**config.mk**
```make
export PLATFORM = sky130hd
export DESIGN_NAME = seq_detect_ctrl
export DESIGN_NICKNAME = d
export VERILOG_FILES = /design/src/rtl/seq_detect_ctrl.sv
export SDC_FILE = /design/constraint.sdc
export NUM_CORES = 1
export LEC_CHECK = 0
export ABC_AREA = 1
export CORE_UTILIZATION = 52
export DETAILED_ROUTE_END_ITERATION = 10
export PLACE_DENSITY = 0.79
export REMOVE_ABC_BUFFERS = 1
export SLEW_MARGIN = 20
export SYNTH_ARGS = -nofsm -noshare
export SYNTH_HDL_FRONTEND = slang
export SYNTH_SLANG_ARGS = --single-unit
```
**constraint.sdc**
```tcl
create_clock -name clk -period 2.95 [get_ports clk]
set_clock_uncertainty 0.1 [all_clocks]
set_input_delay 0.4425 -clock clk [delete_from_list [all_inputs] [get_ports clk]]
set_output_delay 0.4425 -clock clk [all_outputs]
set_load 0.05 [all_outputs]
```
**src/rtl/seq_detect_ctrl.sv**
```systemverilog
// Word-level controller for the serial pattern detector: accepts a word, shifts it
// MSB-first through a programmable Moore matcher, and reports per-bit detects and a match count.
module seq_detect_ctrl #(
    parameter int unsigned DATA_W  = 16,
    parameter int unsigned MAX_PAT = 8,
    parameter int unsigned CNT_W   = $clog2(DATA_W + 1)
) (
    input  logic               clk,
    input  logic               reset,
    input  logic [MAX_PAT-1:0] cfg_pattern,
    input  logic [3:0]         cfg_len,
    input  logic               cfg_overlap,
    input  logic               in_valid,
    output logic               in_ready,
    input  logic [DATA_W-1:0]  in_data,
    output logic               det,
    output logic               busy,
    output logic               done,
    output logic [CNT_W-1:0]   match_count
);

    localparam int unsigned LEN_W = $clog2(MAX_PAT + 1);

    localparam logic [1:0] IDLE  = 2'd0;
    localparam logic [1:0] SHIFT = 2'd1;
    localparam logic [1:0] DONE  = 2'd2;

    logic [1:0]         state_q,  state_d;
    logic [DATA_W-1:0]  data_q,   data_d;
    logic [MAX_PAT-1:0] pat_q,    pat_d;
    logic [LEN_W-1:0]   len_q,    len_d;
    logic               ovl_q,    ovl_d;
    logic [MAX_PAT-2:0] hist_q,   hist_d;
    logic [LEN_W-1:0]   fill_q,   fill_d;
    logic [CNT_W-1:0]   bitcnt_q, bitcnt_d;
    logic [CNT_W-1:0]   cnt_q,    cnt_d;
    logic               det_q,    det_d;

    logic [LEN_W-1:0]   len_clamped;
    logic [MAX_PAT-1:0] new_hist;
    logic [MAX_PAT-1:0] mask;
    logic               fill_ok;
    logic               match;

    always_comb begin
        if (cfg_len == 4'd0) begin
            len_clamped = LEN_W'(1);
        end else if (32'(cfg_len) > MAX_PAT) begin
            len_clamped = LEN_W'(MAX_PAT);
        end else begin
            len_clamped = LEN_W'(cfg_len);
        end
    end

    // Only the top MAX_PAT-1 history bits are stored; the incoming bit completes the window.
    always_comb begin
        new_hist = {hist_q, data_q[DATA_W-1]};
        mask     = '0;
        for (int unsigned i = 0; i < MAX_PAT; i++) begin
            mask[i] = (i < 32'(len_q));
        end
        fill_ok = (32'(fill_q) + 32'd1) >= 32'(len_q);
        match   = fill_ok && (((new_hist ^ pat_q) & mask) == '0);
    end

    always_comb begin
        state_d  = state_q;
        data_d   = data_q;
        pat_d    = pat_q;
        len_d    = len_q;
        ovl_d    = ovl_q;
        hist_d   = hist_q;
        fill_d   = fill_q;
        bitcnt_d = bitcnt_q;
        cnt_d    = cnt_q;
        det_d    = 1'b0;
        case (state_q)
            IDLE: begin
                if (in_valid) begin
                    data_d   = in_data;
                    pat_d    = cfg_pattern;
                    len_d    = len_clamped;
                    ovl_d    = cfg_overlap;
                    hist_d   = '0;
                    fill_d   = '0;
                    bitcnt_d = '0;
                    cnt_d    = '0;
                    state_d  = SHIFT;
                end
            end
            SHIFT: begin
                data_d   = data_q << 1;
                hist_d   = new_hist[MAX_PAT-2:0];
                det_d    = match;
                bitcnt_d = bitcnt_q + CNT_W'(1);
                if (match) begin
                    cnt_d = cnt_q + CNT_W'(1);
                end
                // Non-overlapping mode forces a full fresh window before the next match.
                if (match && !ovl_q) begin
                    fill_d = '0;
                end else if (fill_ok) begin
                    fill_d = len_q;
                end else begin
                    fill_d = fill_q + LEN_W'(1);
                end
                if (bitcnt_q == CNT_W'(DATA_W - 1)) begin
                    state_d = DONE;
                end
            end
            DONE: begin
                state_d = IDLE;
            end
            default: begin
                state_d = IDLE;
            end
        endcase
    end

    always_ff @(posedge clk) begin
        if (reset) begin
            state_q  <= IDLE;
            data_q   <= '0;
            pat_q    <= '0;
            len_q    <= '0;
            ovl_q    <= 1'b0;
            hist_q   <= '0;
            fill_q   <= '0;
            bitcnt_q <= '0;
            cnt_q    <= '0;
            det_q    <= 1'b0;
        end else begin
            state_q  <= state_d;
            data_q   <= data_d;
            pat_q    <= pat_d;
            len_q    <= len_d;
            ovl_q    <= ovl_d;
            hist_q   <= hist_d;
            fill_q   <= fill_d;
            bitcnt_q <= bitcnt_d;
            cnt_q    <= cnt_d;
            det_q    <= det_d;
        end
    end

    assign in_ready    = (state_q == IDLE);
    assign busy        = (state_q == SHIFT) || (state_q == DONE);
    assign done        = (state_q == DONE);
    assign det         = det_q;
    assign match_count = cnt_q;

endmodule

```
==> results of run 1 <==
-- critical path, stage by stage, from the launching register on --
cell and delay (ps):
dfxtp_1 370, inv_1 70, ha_1 270, clkdlybuf4s50_1 790
-- power by group through the flow --
stage | clock network (mW) | logic, mW | registers, mW
after floorplan | 0 | 0.318 | 0.847
after global placement | 0 | 0.476 | 0.841
after global routing | 0.554 | 0.543 | 0.836
after CTS | 0.525 | 0.491 | 0.828
after detailed placement | 0 | 0.488 | 0.844
final | 0.511 | 0.490 | 0.828
-- final timing paths --
path / from / to / slack (ps)
setup / recovery: state_q[0] / busy / 610
hold / removal: ovl_q / ovl_q / 370
setup reg to reg: state_q[0] / bitcnt_q[2] / 650
hold reg to reg: ovl_q / ovl_q / 370
-- registers in the layout (all words and copies together), names as in the netlist --
| register | count |
|---|---|
| hist_q | 7 |
| ovl_q | 1 |
| fill_q | 4 |
| pat_q | 8 |
| len_q | 4 |
| bitcnt_q | 5 |
| state_q | 2 |
| match_count | 5 |
| det | 1 |
| data_q | 16 |
-- metal layers --
metal / wire length, um / vias up / global-route usage, % / part of all wire (%)
met5: 0 / - / 0 / 0
met4: 89 / 0 / 7.63 / 1.6
met3: 159 / 8 / 4.56 / 2.8
met2: 2810 / 43 / 43.9 / 50
met1: 2610 / 1150 / 26.5 / 46
li1: - / 1258 / - / -
-- cell usage in the layout, fill, tap and decap left out, types with 2 or more instances in the layout --
| master | n |
|---|---|
| inv_1 | 26 |
| or2_2 | 3 |
| nand4_1 | 2 |
| o22ai_1 | 2 |
| or2_1 | 2 |
| a21oi_1 | 34 |
| nand2_1 | 95 |
| nand3_2 | 2 |
| clkdlybuf4s50_1 | 40 |
| ha_1 | 11 |
| o21ai_0 | 31 |
| nor3_1 | 5 |
| inv_2 | 3 |
| buf_4 | 6 |
| a31oi_1 | 15 |
| clkbuf_8 | 6 |
| nor2_2 | 4 |
| dfxtp_1 | 53 |
| nand3_1 | 18 |
| xor2_1 | 7 |
| nor2_1 | 24 |
-- synth_stat cells (3+ instances only) --
library cell	number
a21oi_1	34
a31oi_1	15
buf_2	3
clkbuf_1	11
dfxtp_1	53
ha_1	11
inv_1	26
inv_2	3
nand2_1	95
nand3_1	18
nor2_1	24
nor2_2	4
nor3_1	5
o21ai_0	31
or2_2	3
xor2_1	7
-- stage by stage --
| stage | util, % | area [um2] | hold WS, ps |
|---|---|---|---|
| floorplan | - | 2530 | 332 |
| global placement | 64.3 | 3060 | 344 |
| detailed placement | 64.3 | 3060 | 362 |
| CTS | 66.7 | 3170 | 374 |
| global route | 66.7 | 3170 | 398 |
| finish | 66.7 | 3170 | 373 |
-- cell type report --
cell class	count	area share (%)
multi-input cells	263	42.8
inverters	29	3.43
clock inverters	1	0.946
repair buffers	46	14.0
flip-flops and latches	53	33.4
well taps	67	2.64
clock buffers	7	2.72
-- logic make-up (layout without fill, tap and decap cells) --
| kind of cell | count (synthesis) | after routing |
|---|---|---|
| compound gates | 84 | 84 |
| flops | 53 | 53 |
| buf+inv | 45 | 83 |
| xor+xnor | 8 | 8 |
| simple gates | 160 | 160 |
| fa+ha+maj | 11 | 11 |
==> qor.yml, run 1 <==
status: "completed"
io_buffers: 40
num-nets-final: 441
synth_compound_area_share_pct: 17.3
synth_area_um2: 2590
sequentialPowerShare_pct: 45.2
total_power_mw: 1.83
cts_setup_buffers: 0
switching_share_pct: 31.9
cts_tree: "built"
leakage_nw: 1.28
slew_headroom_pct: 46.0
maxSlewViolCount: 0
fill_cells: 431
layout.area.seq_um2: 1060
crit_fanout: 3
fin_setup_tns_ps: 0
synth_edf_count: 0
powerDensity_nw_per_um2: 576
num_io_pins: 41
startpoint_type: "register"
synth-seq-area-share_pct: 40.9
required_ps: 2410
coreArea_um2: 4750
grt_pass1_vias: 2311
synth-simple-area-share_pct: 27.1
setup_violations: 0
fmax_mhz: 427
synth-adder-area-share_pct: 5.31
clk_pin_slew_worst_paths_ps: 90
synth_seq_cells: 53
drc: 0
grt_pass1_wl_um: 9770
overflow: 0
cts_hold_buf: 0
clk_path_buf_depth: 2
period_needed_ps: 2340
synthMuxAreaShare_pct: 0
dp.cells: 458
start_util_pct: 54.5
cts_buffers: 5
htree_levels: 2
die_width_um: 72.6
antenna_found_initial: 0
p_int_mw: 1.24
p_clk_share_pct: 28.0
syn_inst: 361
avgSynthCellArea_um2: 7.18
max_slew.worst_pin.slew_ps: 809
drt_iter0_markers: 85
post-dp-hpwl_um: 4030
vias_per_cell: 5.28
diodes: 0
min_path_cells: 2
multi_input_area_um2: 1360
drt_wl_total_um: 5670
syn2layout_area_growth_pct: 22.5
cap_violations: 0
ant_nets: 0
ir_worst_vdd_v: 0.000342
synthArstFlopShare_pct: 0
die-area_um2: 5270
preCtsSetupSlack_ps: 625
yosys.area.top_type: "dfxtp_1"
grt_max_degree: 29
cts.sinks: 53
cts_resized: 0
p_switching_uw: 584
synthDistinctLibCells: 29
setup.worst_path.class: "register to output pin"
stdcell_count: 466
yosys_most_used_dff: "dfxtp_1"
setup_ws_ps: 610
vias: 2459
r2r_cells: 6
arrival_ps: 1800
drive_above_1_share_pct: 7.27
die_h_um: 72.6
rows: 25
synth_top_family_by_area: "simple AND/OR/NAND/NOR gates"
synth_top_cell_area_share_pct: 40.9
wl_per_cell_um: 12.2
synthXorXnorAreaFrac_pct: 2.70
clkLatencyLatePin_ps: 300
place.gp.congestion: 0.812
cts-root-buf: "clkbuf_8"
fin_crit_sh_pct: 79.3
power_frac_comb_pct: 26.8
synth.yosys.warnings: 0
endpoint_kind: "output pin"
first_pass_iters: 4
hp-class: "register to register"
rsz0062_at_grt: "false"
grt_usage_pct: 23.4
synth_top_cells_by_area: "dfxtp_1 41%, nand2_1 14%, a21oi_1 6.6%"
hold_violations: 0
No activity file was read; power rests on OpenSTA's default activity.
==> inputs of run 2 (changes only) <==
==> constraint.sdc (replaced) <==
create_clock -name clk -period 2.2 [get_ports clk]
set_clock_uncertainty 0.1 [all_clocks]
set_input_delay 0.33 -clock clk [delete_from_list [all_inputs] [get_ports clk]]
set_output_delay 0.33 -clock clk [all_outputs]
set_load 0.05 [all_outputs]
==> run 2 against run 1 <==
Against the previous run: sequential cell count stayed put; core utilization increased by 1.5 points; critical path type is now register to register; critical path depth grew 7; register-to-register slack got worse by 640 ps; global-route usage fell by 0.47 points; sequential share of layout area is 0.63 points lower; highest routed layer unchanged.
==> qor.yml, run 2 (same netlist as run 1, synthesis figures left out) <==
top_register: "data_q"  # unchanged
wl_per_cell_um: 12.1  # was 12.2 um
die_h_um: 72.6  # unchanged
antenna_found_initial: 0  # unchanged
dp.cells: 461  # was 458
ant_nets: 0  # unchanged
vias_per_cell: 5.23  # was 5.28
setup_violations: 0  # unchanged
rsz0062_at_grt: "true"  # was false
setup.worst_path.class: "register to register"  # was register to output pin
required_ps: 2290  # was 2410 ps
cap_violations: 0  # unchanged
num_io_pins: 41  # unchanged
clkLatencyLatePin_ps: 310  # was 300 ps
sequentialPowerShare_pct: 47.0  # was 45.2%
slew_headroom_pct: 66.1  # was 46.0%
hp-class: "register to register"  # unchanged
drc: 0  # unchanged
fmax_mhz: 457
first_pass_iters: 4  # unchanged
largest_reg_flops: 16  # unchanged
die_width_um: 72.6  # unchanged
maxSlewViolCount: 0  # unchanged
drt_wl_total_um: 5720  # was 5670 um
io_buffers: 40  # unchanged
grt_pass1_wl_um: 9580  # was 9770 um
grt_usage_pct: 23.0  # was 23.4%
drt_iter0_markers: 91  # was 85
crit_fanout: 5  # was 3
fin_setup_tns_ps: 0  # unchanged
clk_pin_slew_worst_paths_ps: 90  # about the same
diodes: 0  # unchanged
ir_worst_vdd_v: 0.000421  # was 0.000342 V
place.gp.congestion: 0.804  # was 0.812
power_frac_comb_pct: 30.1  # was 26.8%
coreArea_um2: 4750  # unchanged
p_clk_share_pct: 22.9  # was 28.0%
switching_share_pct: 34.3  # was 31.9%
cts-root-buf: "clkbuf_8"  # unchanged
syn2layout_area_growth_pct: 25.3  # was 22.5%
clk_path_buf_depth: 2  # unchanged
grt_pass1_vias: 2217  # was 2,311
startpoint_type: "register"  # unchanged
fin_crit_sh_pct: 99.5
start_util_pct: 54.5  # unchanged
htree_levels: 2  # unchanged
num-nets-final: 447  # was 441
post-dp-hpwl_um: 3960  # was 4030 um
endpoint_kind: "register"  # was output pin
powerDensity_nw_per_um2: 726  # was 576 nW/um2
status: "completed"  # unchanged
cts_tree: "built"  # unchanged
layout_common_cells: "94 x nand2_1, 52 x dfxtp_1, 38 x clkdlybuf4s50_1, 34 x a21oi_1, 31 x o21ai_0"  # was 95 x nand2_1, 53 x dfxtp_1, 40 x clkdlybuf4s50_1, 34 x a21oi_1, 31 x o21ai_0
p_int_mw: 1.55  # was 1.24 mW
die-area_um2: 5270  # unchanged
leakage_nw: 1.32  # was 1.28 nW
cts.sinks: 53  # unchanged
arrival_ps: 2270  # was 1800 ps
p_switching_uw: 809  # was 584 uW
rows: 25  # unchanged
vias: 2465  # was 2,459
period_needed_ps: 2190
grt_max_degree: 43  # was 29
layout_commonest_cell: "nand2_1"  # unchanged
hold_violations: 0  # unchanged
stdcell_count: 471  # was 466
max_slew.worst_pin.slew_ps: 507  # was 809 ps
reg_top3: "data_q (16), pat_q (8), hist_q (7)"  # unchanged
cts_buffers: 5  # unchanged
drive_above_1_share_pct: 10.4  # was 7.27%
overflow: 0  # unchanged
total_power_mw: 2.36  # was 1.83 mW
## run 2: final timing paths
kind	start	to	slack, ps	depth (start not counted)
hold reg to reg	ovl_q	ovl_q	360	2
hold / removal	ovl_q	ovl_q	360	2
setup reg to reg	fill_q[0]	fill_q[3]	10	10
setup / recovery	fill_q[0]	fill_q[3]	10	10
## run 2: what timing repair did
action | CTS | global route
cloned | 0 | 1
setup buffers | 0 | 2
hold buffers | 0 | 0
resized for setup | 1 | 9
pin swaps | 0 | 4
endpoints found under the setup margin | 4 | 9
## run 2: area by class of cell
cell class | count | area, um2
fillers | 429 | 1510
clock inverters | 2 | 13.8
well taps | 67 | 83.8
flip-flops and latches | 53 | 1060
multi-input cells | 264 | 1420
repair buffers | 51 | 490
inverters | 29 | 109
clock buffers | 5 | 68.8
## run 2: through the flow
stage | hold slack [ps] | setup WS (ps) | cell area [um2] | utilization [%]
final | 362 | 10.2 | 3250 | 68.3
after global routing | 382 | -55.5 | 3250 | 68.3
after CTS | 363 | 18.0 | 3170 | 66.7
after detailed placement | 350 | -6.56 | 3090 | 64.9
after global placement | 342 | 116 | 3090 | 64.9
after floorplan | 299 | -679 | 2530 | -
## run 2: metal layers
metal | global-route usage (%) | vias up | share of wire, %
li1 | - | 1279 | -
met1 | 28.0 | 1146 | 48
met2 | 41.2 | 35 | 49
met3 | 6.35 | 5 | 3.4
met4 | 3.27 | 0 | 0.40
met5 | 0 | - | 0
## run 2: power groups by stage
| stage | logic, mW | clock network, mW | registers, mW |
|---|---|---|---|
| after floorplan | 0.427 | 0 | 1.14 |
| after global placement | 0.650 | 0 | 1.13 |
| after detailed placement | 0.668 | 0 | 1.13 |
| after CTS | 0.669 | 0.553 | 1.11 |
| after global routing | 0.785 | 0.594 | 1.12 |
| final | 0.709 | 0.540 | 1.11 |
## run 2: critical path: stages (launching register included)
cell,delay [ps]
dfxtp_4,380
ha_4,170
xor2_2,150
ha_1,330
nand2_1,80
inv_1,40
nand4_1,180
nand4_4,170
or2_2,310
nand3_1,90
a21oi_1,70
==> inputs of run 3 (changes only) <==
--- a/config.mk
+++ b/config.mk
@@ -6,6 +6,7 @@
 export NUM_CORES = 1
 export LEC_CHECK = 0
 export ABC_AREA = 1
+export CAP_MARGIN = 20
 export CORE_UTILIZATION = 52
 export DETAILED_ROUTE_END_ITERATION = 10
 export PLACE_DENSITY = 0.79
==> results of run 3 <==
No change in the layout: final DEF, timing and power equal those of run 2.
